File: src/rtl/branch_resolve_unit.sv
// Branch resolution stage: registers the redirect (PC load, target, IF/ID flush
// window, BL link write) for a branch resolved in ID and keeps taken/not-taken statistics.
module branch_resolve_unit #(
  parameter int unsigned FLUSH_CYCLES = 1,
  parameter int unsigned CNT_W        = 16
) (
  input  logic             clk,
  input  logic             reset_n,
  input  logic             cond_true,
  input  logic             id_b,
  input  logic             id_l,
  input  logic [31:0]      id_pc,
  input  logic [23:0]      id_imm24,
  input  logic             stall,
  input  logic             stat_clr,
  output logic             pc_load,
  output logic [31:0]      target_addr,
  output logic             if_id_flush,
  output logic             link_we,
  output logic [31:0]      link_data,
  output logic             busy,
  output logic [CNT_W-1:0] taken_cnt,
  output logic [CNT_W-1:0] not_taken_cnt
);

  typedef enum logic {
    ST_IDLE  = 1'b0,
    ST_FLUSH = 1'b1
  } state_t;

  // Countdown preload: the first FLUSH cycle is counted by the state itself.
  localparam logic [1:0] FLUSH_LOAD = 2'(FLUSH_CYCLES - 1);
  localparam logic [CNT_W-1:0] CNT_ONE = CNT_W'(1);
  localparam logic [CNT_W-1:0] CNT_MAX = {CNT_W{1'b1}};

  state_t           state_q;
  logic [1:0]       flush_cnt_q;
  logic             pc_load_q;
  logic             link_we_q;
  logic             flush_q;
  logic [31:0]      target_q;
  logic [31:0]      link_q;
  logic [CNT_W-1:0] taken_cnt_q;
  logic [CNT_W-1:0] not_taken_cnt_q;

  logic             qualified;
  logic             taken_d;
  logic             not_taken_d;
  logic [31:0]      target_d;
  logic [31:0]      link_d;
  logic [CNT_W-1:0] taken_cnt_d;
  logic [CNT_W-1:0] not_taken_cnt_d;

  // NOTE: every always_comb output gets a value on every path, so no latch is inferred.
  always_comb begin
    qualified   = (state_q == ST_IDLE) && id_b && !stall;
    taken_d     = qualified && cond_true;
    not_taken_d = qualified && !cond_true;
    target_d    = id_pc + 32'd8 + {{6{id_imm24[23]}}, id_imm24, 2'b00};
    link_d      = id_pc + 32'd4;
  end

  // stat_clr wins over a same-edge increment; counters stick at all-ones.
  always_comb begin
    taken_cnt_d     = taken_cnt_q;
    not_taken_cnt_d = not_taken_cnt_q;
    if (stat_clr) begin
      taken_cnt_d     = '0;
      not_taken_cnt_d = '0;
    end else begin
      if (taken_d && (taken_cnt_q != CNT_MAX)) begin
        taken_cnt_d = taken_cnt_q + CNT_ONE;
      end
      if (not_taken_d && (not_taken_cnt_q != CNT_MAX)) begin
        not_taken_cnt_d = not_taken_cnt_q + CNT_ONE;
      end
    end
  end

  // NOTE: sequential state uses non-blocking assignments so every register
  // samples pre-edge values regardless of statement order.
  always_ff @(posedge clk or negedge reset_n) begin
    if (!reset_n) begin
      state_q     <= ST_IDLE;
      flush_cnt_q <= 2'd0;
      pc_load_q   <= 1'b0;
      link_we_q   <= 1'b0;
      flush_q     <= 1'b0;
      target_q    <= 32'd0;
      link_q      <= 32'd0;
    end else begin
      case (state_q)
        ST_IDLE: begin
          if (taken_d) begin
            state_q     <= ST_FLUSH;
            flush_cnt_q <= FLUSH_LOAD;
            pc_load_q   <= 1'b1;
            link_we_q   <= id_l;
            flush_q     <= 1'b1;
            target_q    <= target_d;
            link_q      <= link_d;
          end else begin
            pc_load_q <= 1'b0;
            link_we_q <= 1'b0;
            flush_q   <= 1'b0;
          end
        end
        ST_FLUSH: begin
          // Redirect pulses only live in the first flush cycle; id_b is squashed here.
          pc_load_q <= 1'b0;
          link_we_q <= 1'b0;
          if (flush_cnt_q == 2'd0) begin
            state_q <= ST_IDLE;
            flush_q <= 1'b0;
          end else begin
            flush_cnt_q <= flush_cnt_q - 2'd1;
          end
        end
        default: begin
          state_q   <= ST_IDLE;
          pc_load_q <= 1'b0;
          link_we_q <= 1'b0;
          flush_q   <= 1'b0;
        end
      endcase
    end
  end

  always_ff @(posedge clk or negedge reset_n) begin
    if (!reset_n) begin
      taken_cnt_q     <= '0;
      not_taken_cnt_q <= '0;
    end else begin
      taken_cnt_q     <= taken_cnt_d;
      not_taken_cnt_q <= not_taken_cnt_d;
    end
  end

  assign pc_load       = pc_load_q;
  assign target_addr   = target_q;
  assign if_id_flush   = flush_q;
  assign busy          = flush_q;
  assign link_we       = link_we_q;
  assign link_data     = link_q;
  assign taken_cnt     = taken_cnt_q;
  assign not_taken_cnt = not_taken_cnt_q;

endmodule

File: config.mk
export PLATFORM = sky130hd
export DESIGN_NAME = branch_resolve_unit
export DESIGN_NICKNAME = d
export VERILOG_FILES = /design/src/rtl/branch_resolve_unit.sv
export SDC_FILE = /design/constraint.sdc
export NUM_CORES = 1
export LEC_CHECK = 0
export ABC_CLOCK_PERIOD_IN_PS = 2100
export BUFFER_PORTS_ARGS = -buffer_cell sky130_fd_sc_hd__buf_2
export CELL_PAD_IN_SITES_DETAIL_PLACEMENT = 1
export CELL_PAD_IN_SITES_GLOBAL_PLACEMENT = 2
export CORE_ASPECT_RATIO = 1.75
export CORE_UTILIZATION = 29
export CTS_CLUSTER_DIAMETER = 120
export CTS_CLUSTER_SIZE = 14
export DETAILED_ROUTE_END_ITERATION = 8
export PLACE_DENSITY_LB_ADDON = 0.1
export SKIP_LAST_GASP = 1
export SLEW_MARGIN = 40
export SYNTH_ARGS = -nofsm -noshare
export SYNTH_HDL_FRONTEND = slang
export SYNTH_SLANG_ARGS = --single-unit
File: constraint.sdc
create_clock -name clk -period 2.1 [get_ports clk]
set_clock_uncertainty 0.15 [all_clocks]
set_input_delay 0.315 -clock clk [delete_from_list [all_inputs] [get_ports clk]]
set_output_delay 0.315 -clock clk [all_outputs]
set_load 0.1 [all_outputs]
==> Word level (Yosys, flattened, before mapping) <==
Index checks and enable logic that the tools add are counted.
{ "word_totals": {"in_bits": 63, "n_memories": 0, "latchBits": 0, "ramBits": 0, "mem_bits_ro": 0, "elab_cells": 49, "reg_bits": 102, "out_inout_bits": 100} }
{ "classes": {"n_mul": 0, "muxes": 15, "shift": 0, "n_addsub": 6, "n_bitwise": 1, "n_reduce_logical": 13, "eq_ne": 5, "order_cmp": 0, "n_div": 0} }
{ "op_table": {"columns": ["op", "count"], "rows": [
  ["$mux W16", 4],
  ["$add A16 B1 Y16 const B", 2],
  ["$add A32 B3 Y32 const B", 1],
  ["$add A32 B32 Y32", 1],
  ["$add A32 B4 Y32 const B", 1],
  ["$ne A16 B16 Y1 const B", 2],
  ["$pmux W1 S2", 4],
  ["$logic_and A1 B1 Y1", 6],
  ["$mux W1", 4],
  ["$mux W2", 2],
  ["$ne A2 B2 Y1 const B", 2],
  ["$pmux W2 S2", 1],
  ["$reduce_and A2 Y1", 2],
  ["$reduce_bool A2 Y1", 2],
  ["$logic_not A1 Y1", 2],
  ["$logic_not A2 Y1", 1],
  ["$ne A2 B1 Y1 const B", 1],
  ["$sub A2 B1 Y2 const B", 1],
  ["$not A1 Y1", 1]
]} }

==> Logic depth before layout (Yosys ltp) <==
{ "depth": {"word_depth": 7, "depth_mapped": 12} }

==> Worst setup path before layout <==
Ideal clock, no wire load.
{ "synth_path": {"kind": "in2reg", "startpoint": "in id_pc[3]", "endpoint": "reg target_q[23], in the netlist target_addr[23]", "setup_slack_ns": -0.702, "arrival_ns": 2.570, "stages": 12, "path_cell_list": "inv_1 -> ha_1 -> inv_1 -> ha_1 -> fa_1 -> a21o_1 -> a221oi_4 -> o211ai_1 -> a21oi_1 -> a31oi_1 -> xnor2_1 -> o21ai_0"} }
{ "synth_between": {"elab_chain_len": 2} }
{ "synth_lines": {"columns": ["element", "line_no", "source"], "rows": [
  ["start: declaration", "12", "input logic [31:0] id_pc,"],
  ["$add A32 B4 Y32", "59", "target_d = id_pc + 32'd8 + {{6{id_imm24[23]}}, id_imm24, 2'b00};"],
  ["$add A32 B32 Y32", "59", null],
  ["end signal: assignment", "100", "target_q <= target_d;"],
  ["end: declaration", "41", "logic [31:0] target_q;"]
]} }
No other way between the ends.
A chain may end at the register's enable or synchronous reset.

==> Final worst setup path <==
{ "layout_path": {"startpoint": "in id_pc[4]", "endpoint": "reg target_q[24], in the netlist target_addr[24]"} }
Same word-level chain as after synthesis.

==> out/results.ini <==
[run_status]
status=complete, but fails checks
violations=negative setup slack

[synthesis]
yosys-top-cells-area=dfrtp_1, ha_1, nand2_1, xor2_1, o21ai_0
yosysTopAreaCellShare=0.3831
yosysWarnings=0
ys_ff_latch=100
ys_seq_area_frac=0.3831
async_reset_ff_frac=1.000
synth-edff-count=0
yosysUniqueCellTypes=53
syn_nets=847
ys.flop_type=dfrtp_1
synth_top_area_cell=dfrtp_1
syn_area_um2=6531
syn_area_per_cell_um2=9.046
netlist_instances=722

[detailed_routing]
dr.pass1.iters=4
avgRoutedWirePerCell_um=17.66
drt_iter0_markers=162
drc=0
wl_met1_um=8172
ant_nets=0
dr_total_vias=6591
wirelength_um=23900
routed-wl-met2_um=13990
topRoutingLayerUsed=met5
wl_met3_um=959
via_per_inst=4.871

[sta]
timing.final.ws_setup_ns=-0.3724
tightest_slew_ns=0.6420
relSlewSlack=0.5720
final_hold_viol_count=0
rsz0062_at_grt=true
setup-violations-final=30
final.period_utilization=1.177
tns_ns=-5.858
fmax_ghz=0.4045
slew_viol_final=0
finalCriticalPeriod_ns=2.472

[floorplan]
dieArea_um2=23150
io_pins=163
num_rows=72
die_w_um=115.4
core_area_um2=22070
start_util=0.2959
fp.dieH_um=200.5

[cells_and_area]
drive_above_1_share=0.4551
final_nets=1177
stdcell_count=1353
nFillCells=2597
stdcell_area_um2=10120
diodes=0
area_delta_synth_final_pct=54.94

[cts]
cts.sinks=100
clkLatencyLatePin_ns=0.36
htree_levels=3
numCtsBuffers=9
cts.path.max_buffers=2
clkTransAtPathRegs_ns=0.07
cts_tree=yes
root_buffer=clkbuf_16

[flow_run]
cap_viol_max_count=0

[grt]
track_usage=0.2119
grt-ovfl-total=0
first_global_vias=7257
grt_max_degree=119
antenna_found_initial=1
grt_pass1_wl_um=37590

[critical_path]
cp_max_fo=4
path_cells=buf_8, ha_4, ha_4, a21o_1, a221oi_4, buf_6, o21ai_4, a41o_4, a221oi_2, xor2_1, o21ai_1
slowest_delay_ns=0.32
slowest_stage=a221oi_4
path_buf_inv=2
cp.required_ns=2.18
criticalPathCategory=in2reg
critPathTopFamily=compound AO/OA/AOI/OAI gates
endpoint_kind=register
crit_top_cell=ha_4
startpoint_type=input port
worstPathArrival_ns=2.55

[pwr]
fin_total_pwr_mw=8.807
p_per_area_nw_per_um2=870.3
switching_share=0.4902
intPower_mw=4.490
switchingPower_mw=4.317
p_leak_nw=4.828
vdd_drop_max_v=0.0004841
p_clk_frac=0.215
comb_power_share=0.515
seqPwrFrac=0.270

[placement]
gp_congestion=0.8410
io_buffers=162
placed_cells=1300
dpl.hpwl_um=18870
place_area_um2=8982

[worst_hold_path]
hp-class=in2reg

## cell usage in the layout, fill, tap and decap left out, types with 15 or more instances in the layout
master and instances:
buf_6 15, nand3_1 22, buf_2 157, inv_1 16, nand2_1 104, nand4_1 17
xor2_1 40, a21oi_1 27, o21ai_0 50, dfrtp_1 70, dfrtp_2 15, nor2_1 50
ha_1 41, and3_1 18, dfrtp_4 15, ha_4 20, xnor2_1 30, buf_4 165
## registers in the layout, indices dropped and copies added, names as in the netlist
name and flops:
target_addr 32, link_data 30, not_taken_cnt 16, taken_cnt 16, flush_cnt_q 2, busy 1
link_we 1, pc_load 1, state_q 1
## cell usage after synthesis, types with 2 or more instances
library cell / n
nand2_1: 110
nor3b_1: 4
o21ai_0: 65
nand3_1: 29
buf_4: 3
nand2b_1: 2
clkbuf_1: 19
nor2b_1: 4
nor2_1: 54
and2_1: 4
o31ai_1: 2
xor2_1: 41
and4_1: 5
a21o_1: 14
dfrtp_1: 100
buf_2: 4
o211ai_1: 8
mux2i_1: 8
nand4_1: 17
a31oi_1: 7
a21oi_1: 34
o21a_1: 2
a41o_1: 2
mux2_2: 2
a211oi_1: 3
a22oi_1: 3
inv_1: 20
ha_1: 61
and3_1: 18
or3_1: 7
nor3_1: 7
o21bai_1: 5
xnor2_1: 36
a221oi_4: 2
nand3b_1: 2
## metal layers
| metal | vias up | track usage |
|---|---|---|
| met3 | 39 | 0.03986 |
| met4 | 2 | 0.08766 |
| met5 | - | 0 |
| li1 | 3188 | - |
| met1 | 3231 | 0.2003 |
| met2 | 131 | 0.4245 |
## worst reg2reg max path: stages, from the launching register on
cell and delay [ns]:
dfrtp_4 0.45, and4_4 0.24, nand4_1 0.17, o41ai_4 0.42, buf_4 0.19, nor2_4 0.06
buf_4 0.14, xnor2_1 0.13, nor2_1 0.05
## what timing repair did
| item | CTS | global route |
|---|---|---|
| resized for setup | 36 | 64 |
| hold buffers | 3 | 0 |
| pin swaps | 26 | 63 |
| hold endpoints to repair | 25 | 0 |
| setup buffers | 8 | 27 |
| setup endpoints to repair | 30 | 47 |
## power by group through the flow
stage | registers, mW | logic [mW] | clock network (mW)
final | 2.38 | 4.53 | 1.89
after global routing | 2.42 | 4.78 | 2.02
after CTS | 2.39 | 4.44 | 1.96
after detailed placement | 2.42 | 4.29 | 0
after global placement | 2.41 | 4.25 | 0
after floorplan | 4.51 | 1.01 | 0
## final cells by class
type                            count  area (um2)  share of cell area
Inverter                           20       87.58            0.008655
Multi-Input combinational cell    576        4444              0.4392
Clock buffer                       11       242.7             0.02399
Timing Repair Buffer              345        2313              0.2286
Clock inverter                      5       83.83            0.008284
Sequential cell                   100        2577              0.2547
Tap cell                          296       370.4             0.03660
## final timing paths
kind,startpoint,to,slack [ns],cells after the start
min in group asynchronous,reset_n,taken_cnt[5],0.28,2
max in group asynchronous,reset_n,target_addr[18],0.94,3
worst max register to register,taken_cnt[3],taken_cnt[3],-0.04,8
worst max-delay path,id_pc[4],target_addr[24],-0.37,11
worst min-delay path,id_l,link_we,0.04,2
worst min register to register,target_addr[30],target_addr[30],0.32,2
## kinds of logic (layout without fill, tap and decap cells)
group / after synthesis / in the layout / synth area share
xor+xnor: 77 / 77 / 0.1033
mux: 10 / 10 / 0.01571
simple gates: 271 / 271 / 0.1967
fa+ha+maj: 62 / 62 / 0.1199
compound gates: 156 / 156 / 0.1523
flops: 100 / 100 / 0.3831
buf+inv: 46 / 381 / 0.02893
## metrics by stage
step                      setup WS (ns)  hold WS, ns    util
after floorplan                 -0.5607      -0.1306       -
after global placement          -0.9631       0.1227  0.4070
after detailed placement         -1.031       0.1310  0.4070
after CTS                       -0.4368      0.02774  0.4357
after global routing            -0.4567      0.04269  0.4585
final                           -0.3724      0.04002  0.4585
(Power assumes the default switching activity.)
